File: src/rtl/avl_st_pkg.sv
// Shared Avalon-ST helpers: narrower FSM states plus the slice-count and
// output-empty arithmetic for splitting one wide beat into narrow slices.
package avl_st_pkg;

  typedef enum logic {
    IDLE = 1'b0,
    SEND = 1'b1
  } narrower_state_t;

  // Number of narrow slices that carry real bytes for one buffered wide beat.
  function automatic int slice_count(logic eop, int empty, int word_in, int word_out);
    int bytes;
    if (!eop) return word_in / word_out;
    bytes = word_in - empty;
    if (bytes < 1) bytes = 1;
    return (bytes + word_out - 1) / word_out;
  endfunction

  // Unused trailing bytes of the final narrow slice; zero for non-eop beats.
  function automatic int out_empty(logic eop, int empty, int word_in, int word_out);
    int bytes;
    if (!eop) return 0;
    bytes = word_in - empty;
    if (bytes < 1) bytes = 1;
    return slice_count(eop, empty, word_in, word_out) * word_out - bytes;
  endfunction

endpackage

File: src/rtl/ast_width_narrower_slice_mux.sv
// ast_slice_mux: selects the idx-th DATA_OUT_W slice of the buffered wide word.
module ast_slice_mux #(
  parameter int DATA_IN_W  = 256,
  parameter int DATA_OUT_W = 64,
  parameter int IDX_W      = 2
) (
  input  logic [DATA_IN_W-1:0]  data_i,
  input  logic [IDX_W-1:0]      idx_i,
  output logic [DATA_OUT_W-1:0] data_o
);

  localparam int RATIO = DATA_IN_W / DATA_OUT_W;

  // One-hot style compare keeps the select free of a variable-width multiply.
  always_comb begin
    data_o = '0;
    for (int i = 0; i < RATIO; i++) begin
      if (idx_i == IDX_W'(i)) data_o = data_i[i*DATA_OUT_W +: DATA_OUT_W];
    end
  end

endmodule

File: src/rtl/ast_width_narrower.sv
// ast_width_narrower: Avalon-ST wide-to-narrow beat serialiser.
// Optional protocol checker enabled by defining AST_WIDTH_NARROWER_ERR_EN
// (adds sticky ast_err_o and drops offending beats).
//
// state | meaning
// IDLE  | buffer empty, sink ready, no output
// SEND  | buffered beat being emitted slice by slice
module ast_width_narrower
  import avl_st_pkg::*;
#(
  parameter int DATA_IN_W   = 256,
  parameter int EMPTY_IN_W  = ((DATA_IN_W / 8) > 1) ? $clog2(DATA_IN_W / 8) : 1,
  parameter int CHANNEL_W   = 10,
  parameter int DATA_OUT_W  = 64,
  parameter int EMPTY_OUT_W = ((DATA_OUT_W / 8) > 1) ? $clog2(DATA_OUT_W / 8) : 1
) (
  input  logic                   clk_i,
  input  logic                   srst_i,
  input  logic [DATA_IN_W-1:0]   ast_data_i,
  input  logic                   ast_startofpacket_i,
  input  logic                   ast_endofpacket_i,
  input  logic                   ast_valid_i,
  input  logic [EMPTY_IN_W-1:0]  ast_empty_i,
  input  logic [CHANNEL_W-1:0]   ast_channel_i,
  output logic                   ast_ready_o,
  output logic [DATA_OUT_W-1:0]  ast_data_o,
  output logic                   ast_startofpacket_o,
  output logic                   ast_endofpacket_o,
  output logic                   ast_valid_o,
  output logic [EMPTY_OUT_W-1:0] ast_empty_o,
  output logic [CHANNEL_W-1:0]   ast_channel_o,
  input  logic                   ast_ready_i
`ifdef AST_WIDTH_NARROWER_ERR_EN
  ,
  output logic                   ast_err_o
`endif
);

  localparam int WORD_IN  = DATA_IN_W / 8;
  localparam int WORD_OUT = DATA_OUT_W / 8;
  localparam int RATIO    = DATA_IN_W / DATA_OUT_W;
  localparam int IDX_W    = (RATIO > 1) ? $clog2(RATIO) : 1;

  narrower_state_t state, state_nxt;
  logic [IDX_W-1:0]      idx, idx_nxt;
  logic [DATA_IN_W-1:0]  buf_data;
  logic                  buf_sop;
  logic                  buf_eop;
  logic [EMPTY_IN_W-1:0] buf_empty;
  logic [CHANNEL_W-1:0]  buf_channel;
  int                    n_slices;
  logic                  last_slice;
  logic                  ready_base;
  logic                  accept;
  logic                  load;
  logic                  drop;
  logic                  sending;

  // Slice count of the buffered beat decides where the eop slice lands.
  always_comb n_slices = slice_count(buf_eop, int'(buf_empty), WORD_IN, WORD_OUT);

  assign sending    = (state == SEND);
  assign last_slice = (idx == IDX_W'(n_slices - 1));
  // Combinational from ast_ready_i so a new beat loads as the last slice leaves.
  assign ready_base = srst_i && ((state == IDLE) || (ast_ready_i && last_slice));
  assign accept     = ast_valid_i && ast_ready_o;
  assign load       = accept && !drop;

`ifdef AST_WIDTH_NARROWER_ERR_EN
  logic in_pkt;
  logic bad_beat;

  assign bad_beat = ast_valid_i &&
                    ((ast_startofpacket_i && in_pkt) ||
                     (!ast_startofpacket_i && !in_pkt) ||
                     (ast_endofpacket_i && (int'(ast_empty_i) >= WORD_IN)));
  // Offending beats are swallowed immediately so the sink never stalls on them.
  assign ast_ready_o = ready_base || (srst_i && bad_beat);
  assign drop        = bad_beat;

  // Packet-framing tracker and sticky error flag.
  always_ff @(posedge clk_i) begin
    if (!srst_i) begin
      in_pkt    <= 1'b0;
      ast_err_o <= 1'b0;
    end else if (accept) begin
      if (bad_beat) ast_err_o <= 1'b1;
      else          in_pkt    <= !ast_endofpacket_i;
    end
  end
`else
  assign ast_ready_o = ready_base;
  assign drop        = 1'b0;
`endif

  // FSM state and slice index register.
  always_ff @(posedge clk_i) begin
    if (!srst_i) begin
      state <= IDLE;
      idx   <= '0;
    end else begin
      state <= state_nxt;
      idx   <= idx_nxt;
    end
  end

  // Next state: advance a slice per taken output, reload or idle after the last.
  always_comb begin
    state_nxt = state;
    idx_nxt   = idx;
    case (state)
      IDLE: begin
        if (load) begin
          state_nxt = SEND;
          idx_nxt   = '0;
        end
      end
      SEND: begin
        if (ast_ready_i) begin
          if (last_slice) begin
            idx_nxt   = '0;
            state_nxt = load ? SEND : IDLE;
          end else begin
            idx_nxt = idx + 1'b1;
          end
        end
      end
      default: begin
        state_nxt = IDLE;
        idx_nxt   = '0;
      end
    endcase
  end

  // Wide beat buffer with its framing side-band.
  always_ff @(posedge clk_i) begin
    if (!srst_i) begin
      buf_data    <= '0;
      buf_sop     <= 1'b0;
      buf_eop     <= 1'b0;
      buf_empty   <= '0;
      buf_channel <= '0;
    end else if (load) begin
      buf_data    <= ast_data_i;
      buf_sop     <= ast_startofpacket_i;
      buf_eop     <= ast_endofpacket_i;
      buf_empty   <= ast_empty_i;
      buf_channel <= ast_channel_i;
    end
  end

  ast_slice_mux #(
    .DATA_IN_W (DATA_IN_W),
    .DATA_OUT_W(DATA_OUT_W),
    .IDX_W     (IDX_W)
  ) u_slice_mux (
    .data_i(buf_data),
    .idx_i (idx),
    .data_o(ast_data_o)
  );

  assign ast_valid_o         = sending;
  assign ast_startofpacket_o = sending && buf_sop && (idx == '0);
  assign ast_endofpacket_o   = sending && buf_eop && last_slice;
  assign ast_empty_o         = (sending && buf_eop && last_slice) ?
                               EMPTY_OUT_W'(out_empty(buf_eop, int'(buf_empty), WORD_IN, WORD_OUT)) : '0;
  assign ast_channel_o       = buf_channel;

endmodule

File: config.mk
export PLATFORM = sky130hd
export DESIGN_NAME = ast_width_narrower
export DESIGN_NICKNAME = d
export VERILOG_FILES = /design/src/rtl/avl_st_pkg.sv /design/src/rtl/ast_width_narrower_slice_mux.sv /design/src/rtl/ast_width_narrower.sv
export SDC_FILE = /design/constraint.sdc
export NUM_CORES = 1
export LEC_CHECK = 0
export CAP_MARGIN = 20
export CORE_UTILIZATION = 47
export CTS_BUF_LIST = sky130_fd_sc_hd__clkbuf_2 sky130_fd_sc_hd__clkbuf_4 sky130_fd_sc_hd__clkbuf_8
export DETAILED_ROUTE_END_ITERATION = 8
export GPL_TIMING_DRIVEN = 0
export PLACE_DENSITY_LB_ADDON = 0.05
export SYNTH_ARGS = -nofsm -noshare
export SYNTH_HDL_FRONTEND = slang
export SYNTH_HIERARCHICAL = 1
export SYNTH_SLANG_ARGS = --single-unit
File: constraint.sdc
create_clock -name clk_i -period 3.08 [get_ports clk_i]
set_input_delay 0.616 -clock clk_i [delete_from_list [all_inputs] [get_ports clk_i]]
set_output_delay 0.616 -clock clk_i [all_outputs]
set_load 0.05 [all_outputs]
==> results.toml, run 1 <==
[worst_setup_path]
worstPathRequired_ns = 2.46
crit_path_end_kind = "output port"
crit_type = "reg -> out"
worstPathMaxFanout = 4
cp-start-kind = "flop"
crit_arrival_ns = 2.80

[route]
vias = 8333
drt-vias-per-instance = 5.604
wirelength_mm = 32.42
drc = 0
avgRoutedWirePerCell_um = 21.80
first_iter_violations = 372
postRouteAntennaNets = 0
drtPass1Iterations = 5

[global_routing]
antenna_found_initial = 5
grt_first_pass_wirelength_mm = 47.22
grt_max_degree = 12
grt.overflow.total = 0
grtUsageTotal = 0.2749
grt_pass1_vias = 8305

[placement]
place_inst = 1389
place.gp.congestion = 0.8215
dp_hpwl_mm = 23.02
place.port_buffers = 357

[synth]
synth_ff_type = "dfxtp_1"
netlist_area_sq_um = 10520
synth.distinct_cells = 41
yosys.area.top_type = "dfxtp_1"
ys_warn_count = 6
synth-seq-cells = 276
synth-async-reset-ratio = 0
syn_inst = 752
yosysSeqAreaShare = 0.5251
synth_top_area_share = 0.5251
synth_edf_count = 0
syn_nets = 1031
avgSynthCellArea_sq_um = 13.99
synthTopCellsByArea = "dfxtp_1 (53%), a22o_1 (23%), mux4_2 (13%)"

[pwr]
power_frac_comb = 0.166
seqPwrFrac = 0.437
power_density_nw_per_um2 = 575.9
switching_share = 0.2547
p_int_uw = 6685
clock_power_share = 0.397
p_leak_uw = 0.006371
vdd_drop_max_v = 0.0004158
p_sw_uw = 2284

[final_layout]
mostFrequentLayoutCell = "clkdlybuf4s50_1"
areaGrowthSynthToFinish_pct = 48.03
nFillCells = 1625
fin_cells = 1487
post-route-util = 0.7115
drive_gt1_frac = 0.2230
fin_nets = 1445
final_cell_mix = "clkdlybuf4s50_1 (288), dfxtp_1 (274), a22o_1 (273), clkbuf_8 (61), mux4_2 (60)"

[sta]
worst_pin_slew_ns = 0.5879
fin_skew_ns = 0.01541
finalHoldViolCount = 0
setup_viol = 5
drv_slew = 0
relSlewSlack = 0.6096
rsz0062_at_grt = "yes"
clock.fmax_ghz = 0.2928
fin_crit_sh = 1.109
fin_ws_ns = -0.3349
post-route-min-period_ns = 3.415

[job]
maxCapViolCount = 0

[clock_tree]
cts_hold_buf = 0
clk_pin_slew_ns = 0.06
tritoncts = "done"
clk_latency_ns = 0.54
clockRootBuffer = "clkbuf_8"
htreeDepth = 2
cts_buffers = 46
clk_path_buf_depth = 3
clock-sinks = 276

[hold_path]
hp-class = "reg -> reg"

[die]
dieHeight_um = 151.6
coreArea_sq_um = 21890
rows = 54
die_x_um = 151.6
initial_core_util = 0.4807
dieArea_sq_um = 22990
pin_count = 358

[outcome]
run_status = "finished with violations"
violations = "negative setup slack"
## worst paths after layout
kind | depth (start not counted) | startpoint | slack [ns] | to
max reg2reg | 12 | buf_empty[0]$_SDFFE_PN0P_ | 0.15 | buf_data[84]$_SDFFE_PN0P_
min reg2reg | 1 | buf_data[155]$_SDFFE_PN0P_ | 0.47 | buf_data[155]$_SDFFE_PN0P_
max | 11 | buf_empty[0]$_SDFFE_PN0P_ | -0.33 | ast_ready_o
min | 1 | buf_data[155]$_SDFFE_PN0P_ | 0.47 | buf_data[155]$_SDFFE_PN0P_
## critical path, stage by stage, from the launching register on
cell and delay, ns:
dfxtp_2 0.33, buf_6 0.11, inv_6 0.03, ha_4 0.22
or4bb_1 0.53, o22ai_4 0.16, a32oi_2 0.10, xnor2_2 0.17
buf_4 0.14, a31oi_2 0.21, nor2b_2 0.06, buf_4 0.19
## synthesized netlist by cell type, types with 2 or more instances
master / number
a21oi_1: 5
a22o_1: 273
a31oi_1: 2
buf_12: 6
buf_2: 20
buf_4: 18
buf_6: 31
clkbuf_1: 2
dfxtp_1: 276
ha_1: 2
inv_1: 7
mux4_1: 4
mux4_2: 60
nand2_1: 3
nand3_1: 2
nand4_1: 2
nor2_1: 4
nor2b_1: 3
o211ai_1: 4
xnor2_1: 6
xor2_1: 2
## routing by layer
layer / global-route usage / vias up / part of all wire
met5: 0 / - / 0.00034
met4: 0.09010 / 2 / 0.021
met3: 0.08413 / 52 / 0.090
met2: 0.4514 / 352 / 0.47
met1: 0.3439 / 4063 / 0.41
li1: - / 3864 / -
## power groups by stage
stage	clock network [uW]	logic (uW)	registers, uW
4_1_cts	3600	1490	3920
5_1_grt	3780	1560	3940
2_1_floorplan	0	837	3980
6_report	3560	1490	3920
3_5_place_dp	0	1500	3990
3_3_place_gp	0	1490	3990
## through the flow
step	setup TNS [ns]	worst slack (ns)	area (sq um)	hold slack (ns)	power [uW]
after floorplan	-0.05930	-0.01977	10600	0.4338	4817
after global placement	-3.629	-0.8260	14520	0.4492	5478
after detailed placement	-3.807	-0.8665	14520	0.4510	5494
after CTS	-1.753	-0.3931	15580	0.4702	9013
after global routing	-1.982	-0.4269	15570	0.4800	9286
final	-1.507	-0.3349	15580	0.4665	8970
## timing repair
action / CTS / global route
pin swaps: 5 / 0
hold endpoints to repair: 0 / 0
setup endpoints to repair: 69 / 113
setup buffers: 8 / 2
gates cloned: 0 / 0
resized for setup: 114 / 31
## kinds of logic (layout without fill, tap and decap cells)
family / Yosys count / after routing / share of synthesized area
AOI/OAI and AO/OA: 294 / 294 / 0.2432
xor gates and xnor gates: 8 / 8 / 0.006659
adders and majority gates: 2 / 2 / 0.002378
buffers and inverters: 85 / 535 / 0.07063
DFF: 276 / 276 / 0.5251
muxes: 65 / 65 / 0.1394
other: 0 / 5 / 0
and+or+nand+nor: 22 / 22 / 0.01272
## sequential cells by signal, indices dropped and copies added, names as in the netlist
name / cells
ast_valid_o: 1
buf_data: 256
idx: 2
ast_channel_o: 10
buf_sop: 1
buf_empty: 5
buf_eop: 1
## final cells by class
class	instances	area [sq um]	area share
clock buffers	82	997.2	0.06402
inverters	7	33.78	0.002169
diodes	5	12.51	0.0008033
plain buffers	77	737.0	0.04731
well taps	280	350.3	0.02249
repair buffers	367	3548	0.2278
multi-input cells	391	4334	0.2783
flip-flops and latches	276	5528	0.3549
clock inverters	2	35.03	0.002249
(Power assumes the default switching activity.)
==> inputs of run 2 (changes only) <==
- CTS_CLUSTER_SIZE: unset -> 16
- PLACE_DENSITY: unset -> 0.82
- PLACE_DENSITY_LB_ADDON: 0.05 -> unset
==> run 2 against run 1 <==
  * Design area shrank 0.65%
  * Flip-flop and latch count is the same
  * The flow still finishes with violations (negative setup slack)
  * Setup slack worse by 0.054 ns
  * Register-to-register slack got worse by 0.04 ns
==> results.toml, run 2 (synthesis results as in run 1) <==
[die]
pin_count = 358
dieHeight_um = 151.6
die_x_um = 151.6
dieArea_sq_um = 22990
initial_core_util = 0.4807
coreArea_sq_um = 21890
rows = 54

[route]
first_iter_violations = 423
drc = 0
wirelength_mm = 33.24
postRouteAntennaNets = 0
vias = 8535
avgRoutedWirePerCell_um = 22.50
drt-vias-per-instance = 5.779
drtPass1Iterations = 4

[final_layout]
areaGrowthSynthToFinish_pct = 47.06
largest_register_ffs = 256
fin_nets = 1443
regMostFlops = "buf_data"
post-route-util = 0.7069
mostFrequentLayoutCell = "clkdlybuf4s50_1"
drive_gt1_frac = 0.2192
final_cell_mix = "clkdlybuf4s50_1 (288), dfxtp_1 (274), a22o_1 (273), mux4_2 (60), clkbuf_8 (59)"

[worst_setup_path]
crit_path_end_kind = "output port"
r2r-start = "buf_empty[0]$_SDFFE_PN0P_"
crit_arrival_ns = 2.85
worstPathMaxFanout = 6
worstPathRequired_ns = 2.46
crit_type = "reg -> out"
reg2reg_depth = 12
cp-start-kind = "flop"
r2r_slack_ns = 0.11
r2r_end = "buf_data[84]$_SDFFE_PN0P_"

[sta]
post-route-min-period_ns = 3.469
finalHoldViolCount = 0
relSlewSlack = 0.5968
clock.fmax_ghz = 0.2882
fin_ws_ns = -0.3893
rsz0062_at_grt = "yes"
finalSetupTns_ns = -1.775
drv_slew = 0
fin_skew_ns = 0.01768
fin_hold_ws_ns = 0.4672
setup_viol = 5
worst_pin_slew_ns = 0.6072
fin_crit_sh = 1.126

[global_routing]
grtUsageTotal = 0.2834
antenna_found_initial = 1
grt_first_pass_wirelength_mm = 49.05
grt_max_degree = 12
grt.overflow.total = 0
grt_pass1_vias = 8854

[outcome]
run_status = "finished with violations"
violations = "negative setup slack"

[clock_tree]
clk_latency_ns = 0.54
clockRootBuffer = "clkbuf_8"
clk_pin_slew_ns = 0.06
cts_buffers = 44
clock-sinks = 276
clk_path_buf_depth = 3
htreeDepth = 2
tritoncts = "done"

[hold_path]
holdPathEnd = "buf_data[229]$_SDFFE_PN0P_"
hold_path_startpoint = "buf_data[229]$_SDFFE_PN0P_"
hp-class = "reg -> reg"
hold_depth = 1

[placement]
place.port_buffers = 357
place.gp.congestion = 0.8234
pre_cts_ws_ns = -0.8448
dp_hpwl_mm = 23.55

[job]
maxCapViolCount = 0

[pwr]
power_density_nw_per_um2 = 560.8
p_leak_uw = 0.006330
vdd_drop_max_v = 0.0003767
==> run 2: layout make-up <==
type,instances,area [sq um]
multi-input combinational,391,4334
buffer,78,764.5
clock buffer,70,888.4
tap,280,350.3
sequential,276,5528
fill,1581,6416
clock inverter,7,38.79
antenna,2,5.005
inverter,7,31.28
timing repair buffer,366,3535
==> run 2: power by group <==
part	internal [uW]	total (uW)	switching, uW
clock network	1830	3260	1430
registers	3800	3920	127
logic	790	1490	705
total	6410	8680	2260
==> run 2: what timing repair did <==
action,CTS,global route
gates resized for setup,110,39
setup buffers,9,0
pin swaps,4,4
endpoints found under the hold margin,0,0
cloned,0,0
endpoints found under the setup margin,69,238
hold buffers,0,0
==> run 2: worst max-delay path by stage <==
stage               slack (ns)  cells past startpoint                       from              to
floorplan                -0.02                      9  buf_empty[0]$_SDFFE_PN0P_  ast_empty_o[0]
global placement         -0.80                     10  buf_empty[0]$_SDFFE_PN0P_  ast_empty_o[2]
detailed placement       -0.84                     10  buf_empty[0]$_SDFFE_PN0P_  ast_empty_o[2]
CTS                      -0.38                     11  buf_empty[0]$_SDFFE_PN0P_     ast_ready_o
global route             -0.48                     11  buf_empty[0]$_SDFFE_PN0P_  ast_empty_o[2]
finish                   -0.39                     11  buf_empty[0]$_SDFFE_PN0P_  ast_empty_o[2]
==> run 2: worst max-delay path, cell delays in order (launching register included) <==
cell and delay [ns]:
dfxtp_2 0.33, buf_6 0.11, inv_6 0.03, ha_4 0.25, or4b_4 0.48, o22ai_2 0.19
a32oi_2 0.10, xnor2_2 0.22, nand4_1 0.15, buf_6 0.18, a21oi_4 0.12, buf_6 0.17
==> run 2: routing by layer <==
layer | up-vias | GRT usage | share of wire
li1 | 3855 | - | -
met1 | 4155 | 0.3388 | 0.38
met2 | 415 | 0.4735 | 0.48
met3 | 110 | 0.07246 | 0.090
met4 | 0 | 0.1401 | 0.048
met5 | - | 0 | 0
==> run 2: metrics by stage <==
stage / power (uW) / area [sq um] / std cells
after global placement: 5474 / 14520 / 1389
after CTS: 8701 / 15470 / 1475
after detailed placement: 5502 / 14520 / 1389
after global routing: 8957 / 15470 / 1476
final: 8678 / 15470 / 1477
after floorplan: 4817 / 10600 / 752
